--- src/rtl/hslp_mul_pipe_if.sv ---
// Stream bundle for hslp_mul_pipe: operand/mode input stream and product output stream.
// The design takes the slave view; the traffic source/sink takes the master view.
interface hslp_mul_pipe_if #(
  parameter int W = 8
) ();
  logic           in_valid;
  logic           in_ready;
  logic [W-1:0]   in_a;
  logic [W-1:0]   in_b;
  logic [3:0]     in_mode;
  logic           out_valid;
  logic           out_ready;
  logic [2*W-1:0] out_prod;
  logic [3:0]     out_mode;
  logic           out_exact;

  modport slave (
    input  in_valid, in_a, in_b, in_mode, out_ready,
    output in_ready, out_valid, out_prod, out_mode, out_exact
  );

  modport master (
    output in_valid, in_a, in_b, in_mode, out_ready,
    input  in_ready, out_valid, out_prod, out_mode, out_exact
  );
endinterface

--- src/rtl/hslp_mul_pipe.sv ---
// Two-stage elastic half-split multiplier: per-quadrant exact/truncated sub-products
// in S1, recombination into the 2W-bit product in S2 which drives the output stream.
module hslp_mul_pipe #(
  parameter int W     = 8,
  parameter int TRUNC = 2
) (
  input logic            clk,
  input logic            rst_n,
  hslp_mul_pipe_if.slave bus
);
  localparam int H = W / 2;
  // Mask that clears the TRUNC LSBs of an approximate sub-product.
  localparam logic [W-1:0] KEEP = {W{1'b1}} << TRUNC;

  logic [H-1:0] ah, al, bh, bl;
  logic [W-1:0] hh_c, hl_c, lh_c, ll_c;

  logic           s1_valid, s2_valid;
  logic           s1_load, s2_load;
  logic [W-1:0]   s1_hh, s1_hl, s1_lh, s1_ll;
  logic [3:0]     s1_mode, s2_mode;
  logic [W:0]     mid_c;
  logic [2*W-1:0] prod_c, s2_prod;

  assign ah = bus.in_a[W-1:H];
  assign al = bus.in_a[H-1:0];
  assign bh = bus.in_b[W-1:H];
  assign bl = bus.in_b[H-1:0];

  always_comb begin
    // NOTE: every output of this block is assigned unconditionally first, so the
    // conditional truncation below can never infer a latch.
    hh_c = {{H{1'b0}}, ah} * {{H{1'b0}}, bh};
    hl_c = {{H{1'b0}}, ah} * {{H{1'b0}}, bl};
    lh_c = {{H{1'b0}}, al} * {{H{1'b0}}, bh};
    ll_c = {{H{1'b0}}, al} * {{H{1'b0}}, bl};
    if (bus.in_mode[3]) hh_c = hh_c & KEEP;
    if (bus.in_mode[2]) hl_c = hl_c & KEEP;
    if (bus.in_mode[1]) lh_c = lh_c & KEEP;
    if (bus.in_mode[0]) ll_c = ll_c & KEEP;
  end

  // A full pipeline still accepts when the output is being consumed this cycle.
  assign bus.in_ready = !s1_valid || !s2_valid || bus.out_ready;
  assign s1_load      = bus.in_valid && bus.in_ready;
  assign s2_load      = s1_valid && (!s2_valid || bus.out_ready);

  // Truncated quadrants never exceed their exact values, so these widths cannot overflow.
  assign mid_c  = {1'b0, s1_hl} + {1'b0, s1_lh};
  assign prod_c = {s1_hh, {W{1'b0}}} + ((2*W)'(mid_c) << H) + (2*W)'(s1_ll);

  always_ff @(posedge clk or negedge rst_n) begin
    if (!rst_n) begin
      s1_valid <= 1'b0;
      s2_valid <= 1'b0;
    end else begin
      // NOTE: state is updated with non-blocking assignments so every register
      // samples the pre-edge values regardless of statement order.
      if (s1_load)      s1_valid <= 1'b1;
      else if (s2_load) s1_valid <= 1'b0;
      if (s2_load)            s2_valid <= 1'b1;
      else if (bus.out_ready) s2_valid <= 1'b0;
    end
  end

  always_ff @(posedge clk or negedge rst_n) begin
    if (!rst_n) begin
      // NOTE: data registers are reset too, so a reset mid-flight clears the
      // visible product immediately instead of leaving stale operands behind.
      s1_hh   <= '0;
      s1_hl   <= '0;
      s1_lh   <= '0;
      s1_ll   <= '0;
      s1_mode <= '0;
      s2_prod <= '0;
      s2_mode <= '0;
    end else begin
      if (s1_load) begin
        s1_hh   <= hh_c;
        s1_hl   <= hl_c;
        s1_lh   <= lh_c;
        s1_ll   <= ll_c;
        s1_mode <= bus.in_mode;
      end
      if (s2_load) begin
        s2_prod <= prod_c;
        s2_mode <= s1_mode;
      end
    end
  end

  assign bus.out_valid = s2_valid;
  assign bus.out_prod  = s2_prod;
  assign bus.out_mode  = s2_mode;
  assign bus.out_exact = (s2_mode == 4'b0000);
endmodule

--- src/flat_wrapper.sv ---
// flat-port wrapper written by rule: the top's interface ports become plain ports
module hslp_mul_pipe_flat 
#(
  parameter int W     = 8,
  parameter int TRUNC = 2
)
  (clk, rst_n, bus_in_valid, bus_in_a, bus_in_b, bus_in_mode, bus_out_ready, bus_in_ready, bus_out_valid, bus_out_prod, bus_out_mode, bus_out_exact);
  hslp_mul_pipe_if #(.W(W)) bus_i ();
  input logic clk;
  input logic rst_n;
  input wire logic [$bits(bus_i.in_valid)-1:0] bus_in_valid;
  input wire logic [$bits(bus_i.in_a)-1:0] bus_in_a;
  input wire logic [$bits(bus_i.in_b)-1:0] bus_in_b;
  input wire logic [$bits(bus_i.in_mode)-1:0] bus_in_mode;
  input wire logic [$bits(bus_i.out_ready)-1:0] bus_out_ready;
  output wire logic [$bits(bus_i.in_ready)-1:0] bus_in_ready;
  output wire logic [$bits(bus_i.out_valid)-1:0] bus_out_valid;
  output wire logic [$bits(bus_i.out_prod)-1:0] bus_out_prod;
  output wire logic [$bits(bus_i.out_mode)-1:0] bus_out_mode;
  output wire logic [$bits(bus_i.out_exact)-1:0] bus_out_exact;
  assign bus_i.in_valid = bus_in_valid;
  assign bus_i.in_a = bus_in_a;
  assign bus_i.in_b = bus_in_b;
  assign bus_i.in_mode = bus_in_mode;
  assign bus_i.out_ready = bus_out_ready;
  assign bus_in_ready = bus_i.in_ready;
  assign bus_out_valid = bus_i.out_valid;
  assign bus_out_prod = bus_i.out_prod;
  assign bus_out_mode = bus_i.out_mode;
  assign bus_out_exact = bus_i.out_exact;
  hslp_mul_pipe #(.W(W), .TRUNC(TRUNC)) u_core (.clk(clk), .rst_n(rst_n), .bus(bus_i));
endmodule
--- config.mk ---
export PLATFORM = sky130hd
export DESIGN_NAME = hslp_mul_pipe_flat
export DESIGN_NICKNAME = d
export VERILOG_FILES = /design/src/rtl/hslp_mul_pipe_if.sv /design/src/rtl/hslp_mul_pipe.sv /design/src/flat_wrapper.sv
export SDC_FILE = /design/constraint.sdc
export NUM_CORES = 1
export LEC_CHECK = 0
export ABC_CLOCK_PERIOD_IN_PS = 4150
export CAP_MARGIN = 20
export CORE_MARGIN = 4
export CORE_UTILIZATION = 58
export CTS_CLUSTER_DIAMETER = 30
export DETAILED_ROUTE_END_ITERATION = 16
export PLACE_DENSITY = 0.9
export SLEW_MARGIN = 20
export SYNTH_ARGS = -nofsm -noshare
export SYNTH_HDL_FRONTEND = slang
export SYNTH_SLANG_ARGS = --single-unit
--- constraint.sdc ---
create_clock -name clk -period 4.15 [get_ports clk]
set_clock_uncertainty 0.2 [all_clocks]
set_input_delay 0.6225 -clock clk [delete_from_list [all_inputs] [get_ports clk]]
set_output_delay 0.6225 -clock clk [all_outputs]
set_load 0.02 [all_outputs]
==> flow_summary.yaml <==
clocking:
  clockBufferDepth: 2
  holdBufCountCts: 0
  cts_sinks: 58
  cts_buffers: 9
  cts.clk_slew.worst_paths_ns: 0.06
  cts-root-buf: "clkbuf_8"
  tritoncts: "built"
  htreeDepth: 3
  clock_latency_ns: 0.34
  cts_resized: 0
  cts_setup_buffers: 0
sta:
  tightest_slew_ns: 0.835
  rsz0062_at_grt: "false"
  period_share_pct: 89.8
  tns_ns: 0
  max_freq_ghz: 0.268
  slew_headroom_pct: 44.3
  drv_slew: 0
  setup_viol: 0
  timing.final.hold_violations: 0
  fin_crit_ns: 3.73
global_routing:
  grt_max_degree: 41
  gr-total-overflow: 0
  grt_pass1_vias: 3744
  grt_pass1_wl_mm: 17.1
  antenna_found_initial: 0
  grt_util_all_layers_pct: 21.9
pwr:
  power.static_leakage_nw: 2.67
  power_density_nw_per_um2: 475
  vdd_drop_max_v: 0.000191
critical_path:
  required_ns: 4.14
  rrSetupSlack_ns: 0.60
  startpoint_type: "primary input"
  cp_max_fo: 8
  crit_type: "in2reg"
  path_common_cell: "fa_1"
  r2r_cells: 13
  timing.rr.end: "u_core.bus.out_prod[13]"
  cp_cell_sequence: "clkdlybuf4s50_1 -> nand2_1 -> fa_1 -> inv_1 -> fa_1 -> ha_1 -> a21o_1 -> a21oi_1 -> o21bai_1 -> mux2i_1 -> o311ai_0"
  r2r-start: "u_core.s1_hl[0]"
  critPathSlowestCell: "clkdlybuf4s50_1"
  end_kind: "register"
  arrival_ns: 3.72
  slowest_delay_ns: 0.65
placement:
  port_buffers: 46
  post-dp-hpwl_mm: 8.00
  gp_congestion: 0.836
floorplanning:
  die_w_um: 98.0
  die_y_um: 98.0
  start_util_pct: 60.1
  dieArea_um2: 9600
  core_area_um2: 7810
  rows: 32
  ios: 47
yosys:
  avgSynthCellArea_um2: 9.39
  synth_edf_count: 0
  syn_inst: 500
  synth_area_um2: 4690
  async_reset_ff_share_pct: 100
  yosysUniqueCellTypes: 49
  yosysWarnings: 0
  synth_seq_area_share_pct: 30.9
  synth_flop_cell: "dfrtp_1"
  synth-seq-cells: 58
  syn-num-nets: 607
finish:
  utilization_pct: 70.1
  synthToLayoutAreaGrowth_pct: 16.6
  drive_gt1_share_pct: 7.21
  fin_nets: 658
  diodes: 0
  n_fill_cell: 589
routing:
  dr.pass1.iters: 4
  route.detailed.drc: 0
  wirelength_mm: 10.1
  drt_iter0_markers: 215
  routedWlPerCell_um: 15.4
  viasPerCell: 5.55
  ant_nets: 0
  via_count: 3648
job:
  maxCapViolCount: 0
hold_path:
  hold_path_class: "in2async"
run_status:
  status: "complete, no violations"
==> critical path: cells and delay by family <==
family / cells / cell delay (ns)
adder cells (fa/ha/maj): 3 / 1.41
AND/OR/NAND/NOR: 1 / 0.13
buffers and inverters: 2 / 0.70
multiplexers: 1 / 0.16
AO/OA/AOI/OAI: 4 / 0.69
==> state kept, by name (all words and copies together), names as in the netlist <==
signal / count
u_core.bus.out_mode: 4
u_core.bus.out_prod: 16
u_core.bus.out_valid: 1
u_core.s1_hh: 8
u_core.s1_hl: 8
u_core.s1_lh: 8
u_core.s1_ll: 8
u_core.s1_mode: 4
u_core.s1_valid: 1
==> through the flow <==
step                      setup slack [ns]  hold slack, ns  instances  instance area (um2)  total power, mW
after detailed placement             0.105           0.254        642                 5270             2.05
after global placement               0.253           0.249        642                 5270             1.99
after CTS                            0.457           0.205        657                 5470             2.61
after global routing                 0.270           0.254        657                 5470             2.79
after floorplan                       1.02           0.127        500                 4690             1.67
final                                0.425           0.182        657                 5470             2.60
==> area by class of cell <==
cell class	instances	area (um2)	share of cell area [%]
clock buffers	13	169	3.09
clock inverters	2	35.0	0.640
inverters	28	105	1.92
multi-input cells	402	3090	56.4
flip-flops and latches	58	1450	26.5
well taps	102	128	2.33
repair buffers	52	500	9.14
==> cell usage in the layout (no fill, tap or decap), types with 3 or more instances in the layout <==
cell             count
xnor2_1             13
o311ai_0             3
nor3b_1             12
nand2_1             88
clkbuf_8            12
o21ai_0             27
ha_1                65
a21o_1              10
nor2_1              14
mux2_2              11
dfrtp_1             58
o21bai_1             4
o21a_1               3
buf_4                6
nand2b_1             9
xor2_1               8
and2_1              46
inv_1               28
a21oi_1             21
nor4b_1              5
fa_1                18
clkdlybuf4s50_1     45
mux2i_1              4
a211oi_1             3
o31ai_1              5
nand3_1              4
==> worst max-delay path by stage <==
stage,from,cells after the start,to
2_1_floorplan,u_core.s1_lh[0],13,u_core.bus.out_prod[13]
3_3_place_gp,bus_in_a[0],11,u_core.s1_ll[7]
3_5_place_dp,bus_in_a[0],11,u_core.s1_ll[7]
4_1_cts,bus_in_a[0],11,u_core.s1_ll[7]
5_1_grt,bus_in_a[0],11,u_core.s1_ll[7]
6_report,bus_in_a[0],11,u_core.s1_ll[7]
==> where the power goes <==
part           leakage (nW)  total, mW  internal [mW]  switching [mW]
Sequential            0.726      0.810          0.712          0.0985
Clock                 0.106      0.535          0.322           0.213
Combinational          1.84       1.25          0.582           0.672
==> cells in the mapped netlist (all sizes together), types with 2 or more instances <==
| library cell | n | share of area, % |
|---|---|---|
| inv | 28 | 2.2 |
| nor2 | 14 | 1.1 |
| xnor2 | 13 | 2.4 |
| o311ai | 4 | 0.75 |
| nand2 | 89 | 7.1 |
| o31ai | 5 | 0.80 |
| nor2b | 2 | 0.27 |
| and2 | 48 | 6.5 |
| mux2 | 11 | 2.6 |
| o21a | 3 | 0.48 |
| nor4b | 5 | 0.93 |
| buf | 6 | 0.69 |
| o21ai | 28 | 3.0 |
| nand2b | 9 | 1.2 |
| mux2i | 4 | 0.85 |
| or2 | 2 | 0.27 |
| a211oi | 3 | 0.48 |
| nand3b | 2 | 0.32 |
| a21o | 10 | 1.6 |
| dfrtp | 58 | 31 |
| ha | 65 | 17 |
| or4 | 2 | 0.32 |
| nor3 | 2 | 0.21 |
| xor2 | 8 | 1.5 |
| nor3b | 12 | 1.9 |
| fa | 18 | 7.7 |
| o21bai | 4 | 0.64 |
| clkbuf | 6 | 0.48 |
| nand3 | 4 | 0.43 |
| a21oi | 22 | 2.4 |
==> cells by family (layout without fill, tap and decap cells) <==
family	after synthesis	in the layout	share of synthesized area [%]
DFF	58	58	30.9
and+or+nand+nor	195	195	21.1
buffers and inverters	40	95	3.41
AOI/OAI and AO/OA	88	88	12.2
xor gates and xnor gates	21	21	3.92
adders and majority gates	83	83	25.0
muxes	15	15	3.49
==> per-layer routing <==
metal	share of wire (%)	track usage (%)	up-vias
li1	-	-	1819
met1	44	27.6	1721
met2	50	37.7	90
met3	4.0	3.29	18
met4	2.0	9.05	0
met5	0	0	-
Power figures use the tool's default switching activity.
